[src/rtl/disp_scan_ctrl_if.sv]
// rtl/disp_scan_ctrl_if.sv - producer-side frame handshake bundle for disp_scan_ctrl
//
// Purpose: carries one display frame from the system-side producer to the
// scan scheduler using a valid/ready handshake.
// Signals:
//   Dat_Valid  producer offers a frame
//   Dat_Ready  scheduler pending buffer is empty
//   Dat_In     four BCD nibbles, [3:0] = digit0 ... [15:12] = digit3
//   Dp_In      decimal point per digit, active-high
//   Bright_In  brightness 0 (1/8 duty) .. 7 (full)
//   Lzb_En     leading-zero blanking enable
// Modports: master = producer, slave = disp_scan_ctrl.

interface disp_scan_ctrl_if;
    logic        Dat_Valid;
    logic        Dat_Ready;
    logic [15:0] Dat_In;
    logic [3:0]  Dp_In;
    logic [2:0]  Bright_In;
    logic        Lzb_En;

    modport master (
        output Dat_Valid,
        output Dat_In,
        output Dp_In,
        output Bright_In,
        output Lzb_En,
        input  Dat_Ready
    );

    modport slave (
        input  Dat_Valid,
        input  Dat_In,
        input  Dp_In,
        input  Bright_In,
        input  Lzb_En,
        output Dat_Ready
    );
endinterface

[src/rtl/disp_scan_ctrl.sv]
// rtl/disp_scan_ctrl.sv - 4-digit multiplexed 7-segment scan scheduler
//
// Purpose: holds a double-buffered BCD frame (pending + active) and
// time-multiplexes one HC4511 decoder across four digit selects, with a
// blanking guard at the start of every slot, 8-step PWM brightness and
// leading-zero blanking.
// Ports:
//   Clk, Reset_N  clock, synchronous active-low reset
//   dat           frame handshake (slave side of disp_scan_ctrl_if)
//   Disp_Dat      BCD nibble to decoder A input
//   Dp            decimal point segment, active-high
//   BI_N          decoder blank, active-low
//   Sl            digit select, active-low, at most one bit low
//   Frame_Tick    one-cycle pulse in the cycle after each frame boundary

module disp_scan_ctrl #(
    parameter int SCAN_DIV  = 1000,
    parameter int BLANK_CYC = 8
) (
    input  logic                Clk,
    input  logic                Reset_N,
    disp_scan_ctrl_if.slave     dat,
    output logic [3:0]          Disp_Dat,
    output logic                Dp,
    output logic                BI_N,
    output logic [3:0]          Sl,
    output logic                Frame_Tick
);

    localparam int              CW        = $clog2(SCAN_DIV);
    localparam logic [CW-1:0]   CNT_LAST  = CW'(SCAN_DIV - 1);
    localparam logic [CW-1:0]   CNT_GUARD = CW'(BLANK_CYC);

    logic [CW-1:0] cnt;
    logic [1:0]    idx;

    logic          pend_full;
    logic [15:0]   pend_dat;
    logic [3:0]    pend_dp;
    logic [2:0]    pend_bright;
    logic          pend_lzb;

    logic [15:0]   act_dat;
    logic [3:0]    act_dp;
    logic [2:0]    act_bright;
    logic          act_lzb;

    logic          boundary;
    logic          accept;
    logic [3:0]    lzb_blank;
    logic [3:0]    nib;
    logic          lit;

    assign boundary      = (idx == 2'd3) && (cnt == CNT_LAST);
    // Ready comes straight from the pending flag, so there is no
    // combinational path from Dat_Valid to Dat_Ready.
    assign accept        = dat.Dat_Valid && !pend_full;
    assign dat.Dat_Ready = !pend_full;

    // Leading-zero blanking cascades down from the most significant digit.
    assign lzb_blank[3] = act_lzb && (act_dat[15:12] == 4'd0);
    assign lzb_blank[2] = lzb_blank[3] && (act_dat[11:8] == 4'd0);
    assign lzb_blank[1] = lzb_blank[2] && (act_dat[7:4] == 4'd0);
    assign lzb_blank[0] = 1'b0;

    assign nib = act_dat[{idx, 2'b00} +: 4];

    // Lit outside the guard window, within the PWM duty, and not blanked.
    assign lit = (cnt >= CNT_GUARD) && (cnt[2:0] <= act_bright) && !lzb_blank[idx];

    always_ff @(posedge Clk) begin
        if (!Reset_N) begin
            cnt <= '0;
            idx <= 2'd0;
        end else if (cnt == CNT_LAST) begin
            cnt <= '0;
            idx <= idx + 2'd1;
        end else begin
            cnt <= cnt + 1'b1;
        end
    end

    // Accept and transfer are mutually exclusive: accept needs pending empty,
    // transfer needs it full. A frame accepted on the boundary cycle therefore
    // waits for the next boundary instead of bypassing into active.
    always_ff @(posedge Clk) begin
        if (!Reset_N) begin
            pend_full   <= 1'b0;
            pend_dat    <= '0;
            pend_dp     <= '0;
            pend_bright <= '0;
            pend_lzb    <= 1'b0;
            act_dat     <= '0;
            act_dp      <= '0;
            act_bright  <= '0;
            act_lzb     <= 1'b0;
        end else begin
            if (accept) begin
                pend_full   <= 1'b1;
                pend_dat    <= dat.Dat_In;
                pend_dp     <= dat.Dp_In;
                pend_bright <= dat.Bright_In;
                pend_lzb    <= dat.Lzb_En;
            end else if (boundary && pend_full) begin
                pend_full   <= 1'b0;
                act_dat     <= pend_dat;
                act_dp      <= pend_dp;
                act_bright  <= pend_bright;
                act_lzb     <= pend_lzb;
            end
        end
    end

    // Registered slot decode: outputs lag cnt/idx by one cycle.
    always_ff @(posedge Clk) begin
        if (!Reset_N) begin
            Sl         <= 4'b1111;
            BI_N       <= 1'b0;
            Disp_Dat   <= 4'd0;
            Dp         <= 1'b0;
            Frame_Tick <= 1'b0;
        end else begin
            Sl         <= lit ? ~(4'b0001 << idx) : 4'b1111;
            BI_N       <= lit;
            Disp_Dat   <= nib;
            Dp         <= lit && act_dp[idx];
            Frame_Tick <= boundary;
        end
    end

endmodule

[src/flat_wrapper.sv]
// flat-port wrapper written by rule: the top's interface ports become plain ports
module disp_scan_ctrl_flat 
#(
    parameter int SCAN_DIV  = 1000,
    parameter int BLANK_CYC = 8
)
  (Clk, Reset_N, Disp_Dat, Dp, BI_N, Sl, Frame_Tick, dat_Dat_Valid, dat_Dat_In, dat_Dp_In, dat_Bright_In, dat_Lzb_En, dat_Dat_Ready);
  disp_scan_ctrl_if dat_i ();
  input  logic Clk;
  input  logic Reset_N;
  output logic [3:0] Disp_Dat;
  output logic Dp;
  output logic BI_N;
  output logic [3:0] Sl;
  output logic Frame_Tick;
  input wire logic [$bits(dat_i.Dat_Valid)-1:0] dat_Dat_Valid;
  input wire logic [$bits(dat_i.Dat_In)-1:0] dat_Dat_In;
  input wire logic [$bits(dat_i.Dp_In)-1:0] dat_Dp_In;
  input wire logic [$bits(dat_i.Bright_In)-1:0] dat_Bright_In;
  input wire logic [$bits(dat_i.Lzb_En)-1:0] dat_Lzb_En;
  output wire logic [$bits(dat_i.Dat_Ready)-1:0] dat_Dat_Ready;
  assign dat_i.Dat_Valid = dat_Dat_Valid;
  assign dat_i.Dat_In = dat_Dat_In;
  assign dat_i.Dp_In = dat_Dp_In;
  assign dat_i.Bright_In = dat_Bright_In;
  assign dat_i.Lzb_En = dat_Lzb_En;
  assign dat_Dat_Ready = dat_i.Dat_Ready;
  disp_scan_ctrl #(.SCAN_DIV(SCAN_DIV), .BLANK_CYC(BLANK_CYC)) u_core (.Clk(Clk), .Reset_N(Reset_N), .dat(dat_i), .Disp_Dat(Disp_Dat), .Dp(Dp), .BI_N(BI_N), .Sl(Sl), .Frame_Tick(Frame_Tick));
endmodule
[config.mk]
export PLATFORM = sky130hd
export DESIGN_NAME = disp_scan_ctrl_flat
export DESIGN_NICKNAME = d
export VERILOG_FILES = /design/src/rtl/disp_scan_ctrl_if.sv /design/src/rtl/disp_scan_ctrl.sv /design/src/flat_wrapper.sv
export SDC_FILE = /design/constraint.sdc
export NUM_CORES = 1
export LEC_CHECK = 0
export CORE_ASPECT_RATIO = 0.8
export CORE_UTILIZATION = 51
export CTS_BUF_LIST = sky130_fd_sc_hd__clkbuf_4 sky130_fd_sc_hd__clkbuf_8
export DETAILED_ROUTE_END_ITERATION = 12
export PLACE_DENSITY = 0.78
export SLEW_MARGIN = 40
export SYNTH_ARGS = -nofsm -noshare
export SYNTH_HDL_FRONTEND = slang
export SYNTH_SLANG_ARGS = --single-unit
[constraint.sdc]
create_clock -name Clk -period 1.76 [get_ports Clk]
set_clock_uncertainty 0.15 [all_clocks]
set_input_delay 0.352 -clock Clk [delete_from_list [all_inputs] [get_ports Clk]]
set_output_delay 0.352 -clock Clk [all_outputs]
set_load 0.01 [all_outputs]
==> flow_summary.yaml, run 1 <==
critical_path:
  critPathKind: "flop to flop"
  cp-start-kind: "flop"
  reg2reg_slack_ns: -0.07
  critPathArrivalTime_ns: 1.91
  cp_max_fo: 6
  ff2ff_path_depth: 6
  timing.rr.start: "u_core.cnt[0]"
  required_ns: 1.84
  r2r_end: "u_core.act_dat[1]"
  critPathCaptureType: "flop"
power:
  p_per_area_mw_per_mm2: 790
  vdd_drop_max_uv: 597
  sw_frac_of_total: 0.224
  p_int_mw: 2.45
  power_switching_uw: 708
  combinationalPowerShare: 0.078
  p_clk_frac: 0.388
  sequentialPowerShare: 0.534
  p_leak_nw: 1.47
clocking:
  clk_latency_ns: 0.34
  cts-buffers-inserted: 9
  cts_hold_buf: 0
  clockBufferDepth: 2
  clk_pin_slew_ns: 0.07
  cts_tree: "built"
  clock-root-buffer: "clkbuf_8"
  h-tree-depth: 3
  clkSinkCount: 72
die:
  die_h_um: 70.1
  core_area_mm2: 0.00553
  initial_utilization: 0.535
  rows: 24
  dieWidth_um: 87.1
  die-area_mm2: 0.00611
  pin_count: 39
layout:
  design_area_mm2: 0.00400
  diodes: 0
  layout.nets: 422
  utilization: 0.723
  drive_above_1_share: 0.233
  layoutNonFillerInstCount: 469
  area_growth_pct: 35.2
timing:
  max_freq_mhz: 547
  finalCritPeriodShare: 1.04
  fin_ws_ns: -0.0687
  fin_crit_ns: 1.83
  hold_viol: 0
  rsz0062_at_grt: "true"
  tightest_slew_ns: 0.387
  whs_ns: 0.254
  slew_violations: 0
  slew_headroom: 0.741
  finalSetupViolations: 23
synthesis:
  synthMuxAreaShare: 0.0381
  synth_top_cell_by_area: "dfxtp_1"
  synthTopCellsByArea: "dfxtp_1 49%, nand2_1 10%, a21boi_0 6.3%, nand3_1 4.2%, ha_1 3.8%"
  synth_top_area_frac: 0.488
  synthArstFlopShare: 0
  synthAdderAreaFrac: 0.0381
  syn_avg_cell_area_um2: 9.04
  synth_compound_area_frac: 0.125
  synth_top_family_by_area: "simple AND/OR/NAND/NOR gates"
  synth-seq-cells: 72
  syn_area_mm2: 0.00296
  yosys_warnings: 0
  synth_top_flop_cell: "dfxtp_1"
  syn_inst: 327
  synth_cell_types: 37
  syn-num-nets: 363
  synth_xor_area_frac: 0.0267
  synth-simple-area-share: 0.240
  yosysSeqAreaShare: 0.488
  synth_edf_count: 0
placement:
  dpl.cell_count: 445
  placed_cell_area_mm2: 0.00358
  routabilityCongestion: 0.887
  io_buffers: 38
  hpwl_um: 4300
min_path:
  hold_depth: 3
  min_from: "Reset_N"
  hold_path_class: "input port to flop"
  whs_endpoint: "u_core.act_dat[2]"
detailed_routing:
  drt-total-wl_um: 6770
  ant_nets: 0
  drc: 0
  drtIter0Drc: 178
  vias: 2507
  firstDrtPassIters: 4
  routedWlPerCell_um: 14.4
  vias_per_cell: 5.35
run:
  drv_cap: 0
global_route:
  track_usage: 0.223
  grt_pass1_wl_um: 10200
  overflow: 0
  grt_pass1_vias: 2219
  antenna_found_initial: 0
  grt_max_degree: 56
outcome:
  violations: "setup timing"
  status: "complete, but fails checks"
cells in the mapped netlist, drive strengths merged (3+ instances only):
library cell,n
o21ai,25
nand4,5
or4,3
ha,9
inv,8
and2,7
nor3,6
clkbuf,14
xnor2,7
buf,7
nor2,8
a21boi,25
dfxtp,72
nand3,30
mux4,5
nand2,79
how the worst max path moves through the flow:
stage	to	slack [ns]	from
finish	u_core.act_dat[1]	-0.07	u_core.cnt[0]
global route	u_core.act_dat[1]	-0.12	u_core.cnt[0]
CTS	u_core.act_dat[15]	-0.04	u_core.idx[0]
detailed placement	u_core.act_dat[15]	-0.03	u_core.cnt[6]
global placement	u_core.Dp	0.008	u_core.act_dat[8]
floorplan	u_core.act_dat[2]	0.02	u_core.idx[1]
logic make-up (layout without fill, tap and decap cells):
kind of cell	count (synthesis)	after routing
mux	5	5
xor+xnor	9	9
buf+inv	29	93
compound gates	55	55
flops	72	72
simple gates	148	148
fa+ha+maj	9	9
flip-flops by register name, indices dropped and copies added (netlist names), 3 cells and up:
| register | flops |
|---|---|
| u_core.Disp_Dat | 4 |
| u_core.Sl | 4 |
| u_core.act_bright | 3 |
| u_core.act_dat | 16 |
| u_core.act_dp | 4 |
| u_core.cnt | 10 |
| u_core.pend_bright | 3 |
| u_core.pend_dat | 16 |
| u_core.pend_dp | 4 |
power by group through the flow:
stage / Clock (mW) / Sequential [mW] / Combinational [mW]
3_5_place_dp: 0 / 1.73 / 0.238
4_1_cts: 1.25 / 1.69 / 0.238
5_1_grt: 1.34 / 1.69 / 0.276
6_report: 1.23 / 1.69 / 0.246
2_1_floorplan: 0 / 1.73 / 0.116
3_3_place_gp: 0 / 1.73 / 0.231
critical path, cell delays in order, from the launching register on:
cell and delay, ns:
dfxtp_4 0.36, ha_4 0.14, nand3_2 0.07, or4_4 0.63, clkbuf_16 0.21, nand3_1 0.08
o21ai_1 0.07
per-layer routing:
| layer | up-vias | global-route usage | part of all wire |
|---|---|---|---|
| met4 | 0 | 0.0820 | 0.024 |
| met2 | 88 | 0.351 | 0.46 |
| met5 | - | 0 | 0 |
| met3 | 15 | 0.0792 | 0.079 |
| li1 | 1229 | - | - |
| met1 | 1175 | 0.282 | 0.43 |
timing repair:
item,CTS,global route
endpoints found under the setup margin,20,31
pin swaps,2,14
cloned,0,5
resized for setup,2,39
setup buffers,0,3
final cells by class:
cell class	count	area (um^2)
clock inverters	2	12.5
repair buffers	69	717
clock buffers	14	180
fillers	427	1530
well taps	78	97.6
flip-flops and latches	72	1460
multi-input cells	226	1500
inverters	8	30.0
through the flow:
step	TNS [ns]	power, mW	setup slack [ns]
final	-0.618	3.16	-0.0687
after global routing	-1.80	3.30	-0.125
after CTS	-0.206	3.18	-0.0394
after detailed placement	-0.109	1.97	-0.0318
after global placement	0	1.96	0.00806
after floorplan	0	1.84	0.0179
layout by cell type (no fill, tap or decap), drive strengths merged:
master	instances
xnor2	7
or4	3
o21a	1
xor2	2
nand3	30
nor4	1
a21boi	25
clkdlybuf4s50	36
buf	29
or4b	1
and3	2
and2	7
a21oi	1
nor2b	2
clkinv	1
o211a	1
or3	1
o21ai	25
and4	2
nand2	79
ha	9
clkinvlp	1
inv	8
clkbuf	17
nor2	8
o31a	1
mux4	5
dfxtp	72
nor3	6
or2	1
nand4	5
dlygate4sd2	1
o211ai	1
(Power assumes the default switching activity.)
==> run 2: changes to the inputs <==
CAP_MARGIN = 20   (was not set)
CORE_ASPECT_RATIO = 1.25   (was 0.8)
==> flow_summary.yaml, run 2 (synthesized netlist as in run 1, its figures left out) <==
power:
  vdd_drop_max_uv: 746
  p_leak_nw: 1.47
  p_per_area_mw_per_mm2: 839
  finalPower_mw: 3.36
critical_path:
  critPathCaptureType: "flop"
  critPathArrivalTime_ns: 1.89
  max_stage_delay_ns: 0.63
  required_ns: 1.84
  cp_num_buf_inv: 1
  crit_cells: 6
  crit_top_cell: "nand3_2"
  cp_max_fo: 7
  cp-start-kind: "flop"
  critPathKind: "flop to flop"
  path_cells: "ha_4 -> nand3_2 -> or4_4 -> clkbuf_16 -> nand3_2 -> o21ai_1"
  ff2ff_path_depth: 6
  cp_slowest_cell: "or4_4"
  crit_family: "simple AND/OR/NAND/NOR gates"
timing:
  slew_headroom: 0.768
  tightest_slew_ns: 0.348
  rsz0062_at_grt: "true"
  fin_ws_ns: -0.0512
  slew_violations: 0
  hold_viol: 0
  whs_ns: 0.295
  finalCritPeriodShare: 1.03
  fin_crit_ns: 1.81
  finalSetupViolations: 21
  max_freq_mhz: 552
min_path:
  hold_path_class: "flop to flop"
  hold_depth: 2
placement:
  hpwl_um: 3880
  dpl.cell_count: 425
  io_buffers: 38
  pre_cts_ws_ns: -0.0229
  routabilityCongestion: 0.824
clocking:
  clockBufferDepth: 2
  clk_latency_ns: 0.34
  clk_pin_slew_ns: 0.08
  clock-root-buffer: "clkbuf_8"
  clkSinkCount: 72
  cts_tree: "built"
  h-tree-depth: 3
  cts_hold_buf: 0
  cts-buffers-inserted: 9
die:
  initial_utilization: 0.536
  pin_count: 39
  die_h_um: 87.1
  rows: 30
  die-area_mm2: 0.00611
  core_area_mm2: 0.00552
  dieWidth_um: 70.1
layout:
  diodes: 0
  area_growth_pct: 35.5
  final_cell_mix: "78 x nand2_1, 64 x dfxtp_1, 36 x clkdlybuf4s50_1, 25 x nand3_2, 25 x a21boi_0"
  drive_above_1_share: 0.246
  layout_commonest_cell: "nand2_1"
  layoutNonFillerInstCount: 450
  nFillCells: 387
  largestRegisters: "u_core.act_dat x16, u_core.pend_dat x16, u_core.cnt x10"
  utilization: 0.726
  layout.nets: 417
outcome:
  status: "complete, but fails checks"
  violations: "setup timing"
run:
  drv_cap: 0
global_route:
  overflow: 0
  grt_pass1_vias: 2242
  grt_max_degree: 50
  antenna_found_initial: 0
  track_usage: 0.201
  grt_pass1_wl_um: 9720
detailed_routing:
  firstDrtPassIters: 4
  drc: 0
  ant_nets: 0
  drtIter0Drc: 179
  routedWlPerCell_um: 14.8
  vias: 2494
  vias_per_cell: 5.54
  drt-total-wl_um: 6650
[run 2: changes by cell type in the layout (fill, tap and decap cells not counted), moves of 2 or more]
| cell | delta |
|---|---|
| nand3_2 | +8 |
| buf_4 | -7 |
| bufinv_16 | +2 |
| clkbuf_4 | -2 |
| clkinv_2 | +2 |
| nand3_1 | -8 |
| clkbuf_8 | -2 |
[run 2: what timing repair did]
action                     in CTS  in global routing
gates resized for setup         2                 46
cloned                          0                  6
pin swaps                       1                 13
setup endpoints to repair      16                 38
buffers inserted                1                  2
[run 2: area by class of cell]
class / instances / area (um^2) / area share
flip-flops and latches: 72 / 1460 / 0.365
clock inverters: 6 / 82.6 / 0.0206
inverters: 8 / 30.0 / 0.00750
well taps: 64 / 80.1 / 0.0200
multi-input cells: 226 / 1520 / 0.379
repair buffers: 64 / 696 / 0.174
clock buffers: 10 / 138 / 0.0344
[run 2: worst reg2reg max path: stages, from the launching register on]
cell	delay [ns]
dfxtp_4	0.37
ha_4	0.14
nand3_2	0.06
or4_4	0.63
clkbuf_16	0.22
nand3_2	0.07
o21ai_1	0.06
[run 2: path summary, 6_finish.rpt]
path | start | to | slack, ns
setup / recovery | u_core.cnt[0] | u_core.act_bright[0] | -0.05
hold / removal | u_core.pend_dat[12] | u_core.act_dat[12] | 0.30
setup reg to reg | u_core.cnt[0] | u_core.act_bright[0] | -0.05
hold reg to reg | u_core.pend_dat[12] | u_core.act_dat[12] | 0.30
[run 2: metrics by stage]
step | instance area (um^2) | TNS (ns)
floorplan | 2990 | 0
global placement | 3530 | 0
detailed placement | 3530 | -0.123
CTS | 3760 | -0.0788
global route | 4010 | -1.67
finish | 4010 | -0.567
[run 2: where the power goes]
part | switching (mW) | internal (mW)
sequential | 0.0240 | 1.66
clock | 0.601 | 0.829
combinational | 0.117 | 0.127
total | 0.742 | 2.62
[run 2: layer usage]
metal / track usage / wire length [um] / share of wire / vias up
li1: - / - / - / 1224
met1: 0.245 / 2860 / 0.43 / 1191
met2: 0.337 / 3430 / 0.52 / 65
met3: 0.0498 / 226 / 0.034 / 14
met4: 0.0927 / 130 / 0.020 / 0
met5: 0 / 0 / 0 / -
